## src/rtl/seven_segment_pkg.sv

```systemverilog
// Shared constants for the seven-segment counter: segment patterns and digit range.
// Patterns are ordered {g,f,e,d,c,b,a} with 1 = segment lit.
package seven_segment_pkg;

  localparam logic [6:0] SEG_0     = 7'b0111111;
  localparam logic [6:0] SEG_1     = 7'b0000110;
  localparam logic [6:0] SEG_2     = 7'b1011011;
  localparam logic [6:0] SEG_3     = 7'b1001111;
  localparam logic [6:0] SEG_4     = 7'b1100110;
  localparam logic [6:0] SEG_5     = 7'b1101101;
  localparam logic [6:0] SEG_6     = 7'b1111100;
  localparam logic [6:0] SEG_7     = 7'b0000111;
  localparam logic [6:0] SEG_8     = 7'b1111111;
  localparam logic [6:0] SEG_9     = 7'b1100111;
  localparam logic [6:0] SEG_BLANK = 7'b0000000;

  localparam logic [3:0] DIGIT_MAX = 4'd9;

endpackage

```

## src/rtl/seven_segment_counter_if.sv

```systemverilog
// Control and display bundle between firmware-facing logic and the counter.
// master drives configuration and observes the display; slave is the counter.
interface seven_segment_counter_if #(
  parameter int PRESCALE_W = 16
);

  logic                  enable;
  logic                  period_sel;
  logic [PRESCALE_W-1:0] period;
  logic [6:0]            segments;
  logic [6:0]            seg_oeb;
  logic [3:0]            digit;
  logic                  tick;

  modport master (
    output enable, period_sel, period,
    input  segments, seg_oeb, digit, tick
  );

  modport slave (
    input  enable, period_sel, period,
    output segments, seg_oeb, digit, tick
  );

endinterface

```

## src/rtl/seven_segment_decoder.sv

```systemverilog
// Combinational BCD to seven-segment decode; 10-15 decode to blank.
// Output is active-high {g,f,e,d,c,b,a}.
module seven_segment_decoder
  import seven_segment_pkg::*;
(
  input  logic [3:0] bcd,
  output logic [6:0] pattern
);

  // map each BCD value to its lit-segment pattern
  always_comb begin
    pattern = SEG_BLANK;
    unique case (bcd)
      4'd0:    pattern = SEG_0;
      4'd1:    pattern = SEG_1;
      4'd2:    pattern = SEG_2;
      4'd3:    pattern = SEG_3;
      4'd4:    pattern = SEG_4;
      4'd5:    pattern = SEG_5;
      4'd6:    pattern = SEG_6;
      4'd7:    pattern = SEG_7;
      4'd8:    pattern = SEG_8;
      4'd9:    pattern = SEG_9;
      default: pattern = SEG_BLANK;
    endcase
  end

endmodule

```

## src/rtl/seven_segment_counter.sv

```systemverilog
// Prescaled decimal counter driving a registered seven-segment display.
// Define COMMON_ANODE_EN for inverted (active-low) segment outputs.
module seven_segment_counter
  import seven_segment_pkg::*;
#(
  parameter int PRESCALE_W     = 16,
  parameter int DEFAULT_PERIOD = 255
) (
  input  logic                          clock,
  input  logic                          resetb,
  seven_segment_counter_if.slave        bus
);

`ifdef COMMON_ANODE_EN
  localparam logic [6:0] SEG_RST = ~SEG_0;
`else
  localparam logic [6:0] SEG_RST = SEG_0;
`endif

  logic [PRESCALE_W-1:0] pres_q, pres_d;
  logic [3:0]            digit_q, digit_d;
  logic                  tick_q, tick_d;
  logic [6:0]            seg_q, seg_d;
  logic [PRESCALE_W-1:0] act_period;
  logic [6:0]            pattern;

  seven_segment_decoder u_dec (
    .bcd     (digit_q),
    .pattern (pattern)
  );

  assign act_period = bus.period_sel ? bus.period
                                     : PRESCALE_W'(DEFAULT_PERIOD);

  // >= compare so a period lowered under the count ticks at once
  always_comb begin
    pres_d  = pres_q;
    digit_d = digit_q;
    tick_d  = 1'b0;
    if (bus.enable) begin
      if (pres_q >= act_period) begin
        pres_d  = '0;
        tick_d  = 1'b1;
        digit_d = (digit_q >= DIGIT_MAX) ? 4'd0 : digit_q + 4'd1;
      end else begin
        pres_d = pres_q + PRESCALE_W'(1);
      end
    end
  end

  // segment register follows the digit one clock later
  always_comb begin
`ifdef COMMON_ANODE_EN
    seg_d = ~pattern;
`else
    seg_d = pattern;
`endif
  end

  // state and output registers
  always_ff @(posedge clock or negedge resetb) begin
    if (!resetb) begin
      pres_q  <= '0;
      digit_q <= 4'd0;
      tick_q  <= 1'b0;
      seg_q   <= SEG_RST;
    end else begin
      pres_q  <= pres_d;
      digit_q <= digit_d;
      tick_q  <= tick_d;
      seg_q   <= seg_d;
    end
  end

  assign bus.segments = seg_q;
  assign bus.seg_oeb  = 7'b0;
  assign bus.digit    = digit_q;
  assign bus.tick     = tick_q;

endmodule

```

## src/flat_wrapper.sv

```systemverilog
// flat-port wrapper written by rule: the top's interface ports become plain ports
module seven_segment_counter_flat import seven_segment_pkg::*;
#(
  parameter int PRESCALE_W     = 16,
  parameter int DEFAULT_PERIOD = 255
)
  (clock, resetb, bus_enable, bus_period_sel, bus_period, bus_segments, bus_seg_oeb, bus_digit, bus_tick);
  seven_segment_counter_if #(.PRESCALE_W(PRESCALE_W)) bus_i ();
  input  logic clock;
  input  logic resetb;
  input wire logic [$bits(bus_i.enable)-1:0] bus_enable;
  input wire logic [$bits(bus_i.period_sel)-1:0] bus_period_sel;
  input wire logic [$bits(bus_i.period)-1:0] bus_period;
  output wire logic [$bits(bus_i.segments)-1:0] bus_segments;
  output wire logic [$bits(bus_i.seg_oeb)-1:0] bus_seg_oeb;
  output wire logic [$bits(bus_i.digit)-1:0] bus_digit;
  output wire logic [$bits(bus_i.tick)-1:0] bus_tick;
  assign bus_i.enable = bus_enable;
  assign bus_i.period_sel = bus_period_sel;
  assign bus_i.period = bus_period;
  assign bus_segments = bus_i.segments;
  assign bus_seg_oeb = bus_i.seg_oeb;
  assign bus_digit = bus_i.digit;
  assign bus_tick = bus_i.tick;
  seven_segment_counter #(.PRESCALE_W(PRESCALE_W), .DEFAULT_PERIOD(DEFAULT_PERIOD)) u_core (.clock(clock), .resetb(resetb), .bus(bus_i));
endmodule
```

## config.mk

```make
export PLATFORM = sky130hd
export DESIGN_NAME = seven_segment_counter_flat
export DESIGN_NICKNAME = d
export VERILOG_FILES = /design/src/rtl/seven_segment_pkg.sv /design/src/rtl/seven_segment_counter_if.sv /design/src/rtl/seven_segment_decoder.sv /design/src/rtl/seven_segment_counter.sv /design/src/flat_wrapper.sv
export SDC_FILE = /design/constraint.sdc
export NUM_CORES = 1
export LEC_CHECK = 0
export BUFFER_PORTS_ARGS = -buffer_cell sky130_fd_sc_hd__buf_2
export CAP_MARGIN = 25
export CORE_MARGIN = 2
export CORE_UTILIZATION = 59
export CTS_BUF_LIST = sky130_fd_sc_hd__clkbuf_8 sky130_fd_sc_hd__clkbuf_16
export DETAILED_ROUTE_END_ITERATION = 8
export GPL_TIMING_DRIVEN = 0
export PLACE_DENSITY = 0.85
export RECOVER_POWER = 50
export SLEW_MARGIN = 0
export SYNTH_ARGS = -nofsm -noshare
export SYNTH_HDL_FRONTEND = slang
export SYNTH_SLANG_ARGS = --single-unit
```

## constraint.sdc

```tcl
create_clock -name clock -period 6.2 [get_ports clock]
set_input_delay 0.31 -clock clock [delete_from_list [all_inputs] [get_ports clock]]
set_output_delay 0.31 -clock clock [all_outputs]
set_load 0.01 [all_outputs]
```

==> metrics <==
combinational fraction of design power 42.3%; Die Height 60.7 µm; Layout area overhead 14.7%; worst reg2reg endpoint u_core.pres_q[7]; Skew-Pair Late Insertion Delay roughly 0.28 ns; Max-cap violations 0; met3 WL post-DR between 100 and 150 µm; main combinational cell family by area after synthesis simple AND/OR/NAND/NOR gates; post-route ant nets 0; die area 3690 µm²; final worst-path cycle share about two fifths; hold crit path type input port to flop; post-CTS sizing 0; vias per inst 5.29; crit path max-delay cell type o32a_2; Static Leak between 1 and 1.5 nW; layout cell share with drive strength beyond 1 about 22%; minimum clock period 2.51 ns; starting density of the core between 60% and 70%; part of the power in registers 42.0%; CP startpoint bus_period_sel; Psw about 280 µW; Worst Path Max Fanout 10; asr flop ratio synth 100%; syn avg cell area about 9.3 µm²; internal power 430 µW; worst setup path end u_core.pres_q[7]; Worst Tran Pin Value roughly 1.4 ns; mux cell area share after synthesis less than 1%; clock transition at the registers of the reported paths 0.09 ns; largest net degree at the start of global routing 29; max incr delay on CP around 0.38 ns; Fillers roughly 260; Slew headroom around 4.7%; CP endpoint kind flop; drt total wl 3650 µm; clk sinks 28; Slew Limit Fails 0; Yosys warnings 0; switching part of the total 39.3%; Critical Path AT about 2.7 ns; total global routing overflow 0; CTS tree yes; depth of the CTS H-tree 1; Core Footprint 3050 µm²; CTS buffer count 3; Critical Path RT approximately 6.4 ns; Final Hold Viols 0; # DRC 0; routed len/inst about 13 µm; register area share after synthesis between 30% and 40%; final setup fails 0; worst-path cell chain buf_2 -> clkbuf_1 -> nand2_1 -> ha_1 -> and4_1 -> nand3_1 -> o32a_2 -> a31oi_4 -> buf_2 -> nor2_1; critical path type input port to flop; footprint of the multi-input gates between 1000 and 1500 µm²; input/output buffers 31; dpl hpwl 2870 µm; VDD IR max around 0.24 mV; post-synthesis xor/xnor area fraction 4.15%; RR Startpoint u_core.pres_q[13]; leading cell type in the layout, fill and taps excluded buf_2; power density cells 325 nW/µm²; Vias 1529; GRT Util Overall between 20 and 25%; Mapped Cells just over 200; RSZ-0062 raised after global routing no; CP startpoint kind input port; synth unique cells 43; cts hold-fix bufs 0; row count 20; GP Congestion between 0.8 and 0.9; Highest Clock Rate just under 0.4 GHz; number of synthesized flops with an enable pin 0; crit path buf inv count 3; setup tns final 0 ns; Net count, final 290; clock buffer depth 2; total power 708 µW; Reg2Reg Setup Slack about 3.9 ns; # diodes 0; vias in the first global route 1382; synthesized flop and latch total 28; CP most frequent cell buf_2; drt initial violations 69; die width between 60 and 70 µm; root buffer cell clkbuf_8; Critical Path Stages 10; commonest non-fill, non-tap cells in the layout buf_2 (25), ha_1 (24), dfrtp_1 (22); clock group share of total power about 16%; Worst Reg-to-Reg Cells 7; first-pass GRT wire length 5860 µm; initial antenna violation count 0; Post-Synthesis Cell Area approximately 1900 µm²; cell family with most CP delay buffers and inverters; Metal-1 WL approximately 1600 µm; Post-Synth Simple-Gate Area around a fifth; status finished, final reports clean; TritonRoute pass-1 iters 4; metal2 WL ~1800 µm; number of buffers added for setup after CTS 0; skew final between 0.005 and 0.006 ns; ys flop type dfrtp_1; Compound-Gate Fraction of Synth Area 15.3%; Register Area 708 µm²; IO Pins 39; Post-Synth Adder-Cell Area between 10% and 20%; top routing layer used met4
[power by group through the flow]
stage          clock network (mW)  logic [mW]  registers [mW]
5_1_grt                     0.121       0.341           0.306
4_1_cts                     0.115       0.305           0.297
6_report                    0.112       0.300           0.297
3_5_place_dp                    0       0.304           0.299
3_3_place_gp                    0       0.294           0.298
2_1_floorplan                   0       0.200           0.308
[state kept, by name, indices dropped and copies added, names as in the netlist]
name and count:
u_core.bus.tick 1, u_core.bus.segments 7, u_core.pres_q 16, u_core.bus.digit 4
[area by class of cell]
class | count | area share (%)
buffer | 12 | 3.33
clock buffer | 4 | 2.53
inverter | 13 | 2.24
multi-input combinational | 157 | 50.1
sequential | 28 | 32.5
tap | 44 | 2.53
timing repair buffer | 31 | 6.72
[logic make-up (layout without fill, tap and decap cells)]
group	count (synthesis)	after routing
buf+inv	25	60
other cells	1	7
fa+ha+maj	24	24
flops	28	28
simple gates	72	72
mux	1	1
compound gates	44	44
xor+xnor	9	9
[Yosys cell counts (4+ instances only)]
library cell	number	area share (%)
ha_1	24	16
dfrtp_1	22	29
nand2_1	20	4.0
nor2_1	15	3.0
a21oi_1	10	2.6
inv_1	10	2.0
nand3_1	8	2.1
nor2b_1	8	2.6
o21ai_1	8	2.1
buf_4	7	2.8
xor2_1	7	3.2
a21o_1	6	2.4
dfstp_2	6	8.3
o21ai_0	6	1.6
clkbuf_1	4	0.79
o22ai_1	4	1.3
[per-stage QoR]
step / hold slack, ns / instances / instance area [µm²] / setup slack (ns) / util (%)
detailed placement: 0.354 / 285 / 2130 / 3.39 / 69.8
global route: 0.336 / 289 / 2180 / 3.56 / 71.3
finish: 0.334 / 289 / 2180 / 3.69 / 71.3
CTS: 0.0473 / 289 / 2190 / 3.67 / 71.6
global placement: 0.354 / 285 / 2130 / 3.46 / 69.8
floorplan: 0.0144 / 210 / 1920 / 3.96 / -
[layer usage]
metal	global-route usage [%]	up-vias
met3	2.13	7
met2	37.0	35
met5	0	-
li1	-	785
met4	11.2	0
met1	26.7	702
[worst min path at each step]
| stage | to | cells after the start | startpoint | slack [ns] |
|---|---|---|---|---|
| 6_report | u_core.pres_q[0] | 2 | bus_enable | 0.33 |
| 5_1_grt | u_core.pres_q[0] | 2 | bus_enable | 0.34 |
| 4_1_cts | u_core.bus.tick | 1 | resetb | 0.05 |
| 3_5_place_dp | u_core.bus.tick | 1 | resetb | 0.35 |
| 3_3_place_gp | u_core.bus.tick | 1 | resetb | 0.35 |
| 2_1_floorplan | u_core.bus.digit[0] | 0 | resetb | 0.01 |
Note: power is estimated with default switching activity, not from simulation.
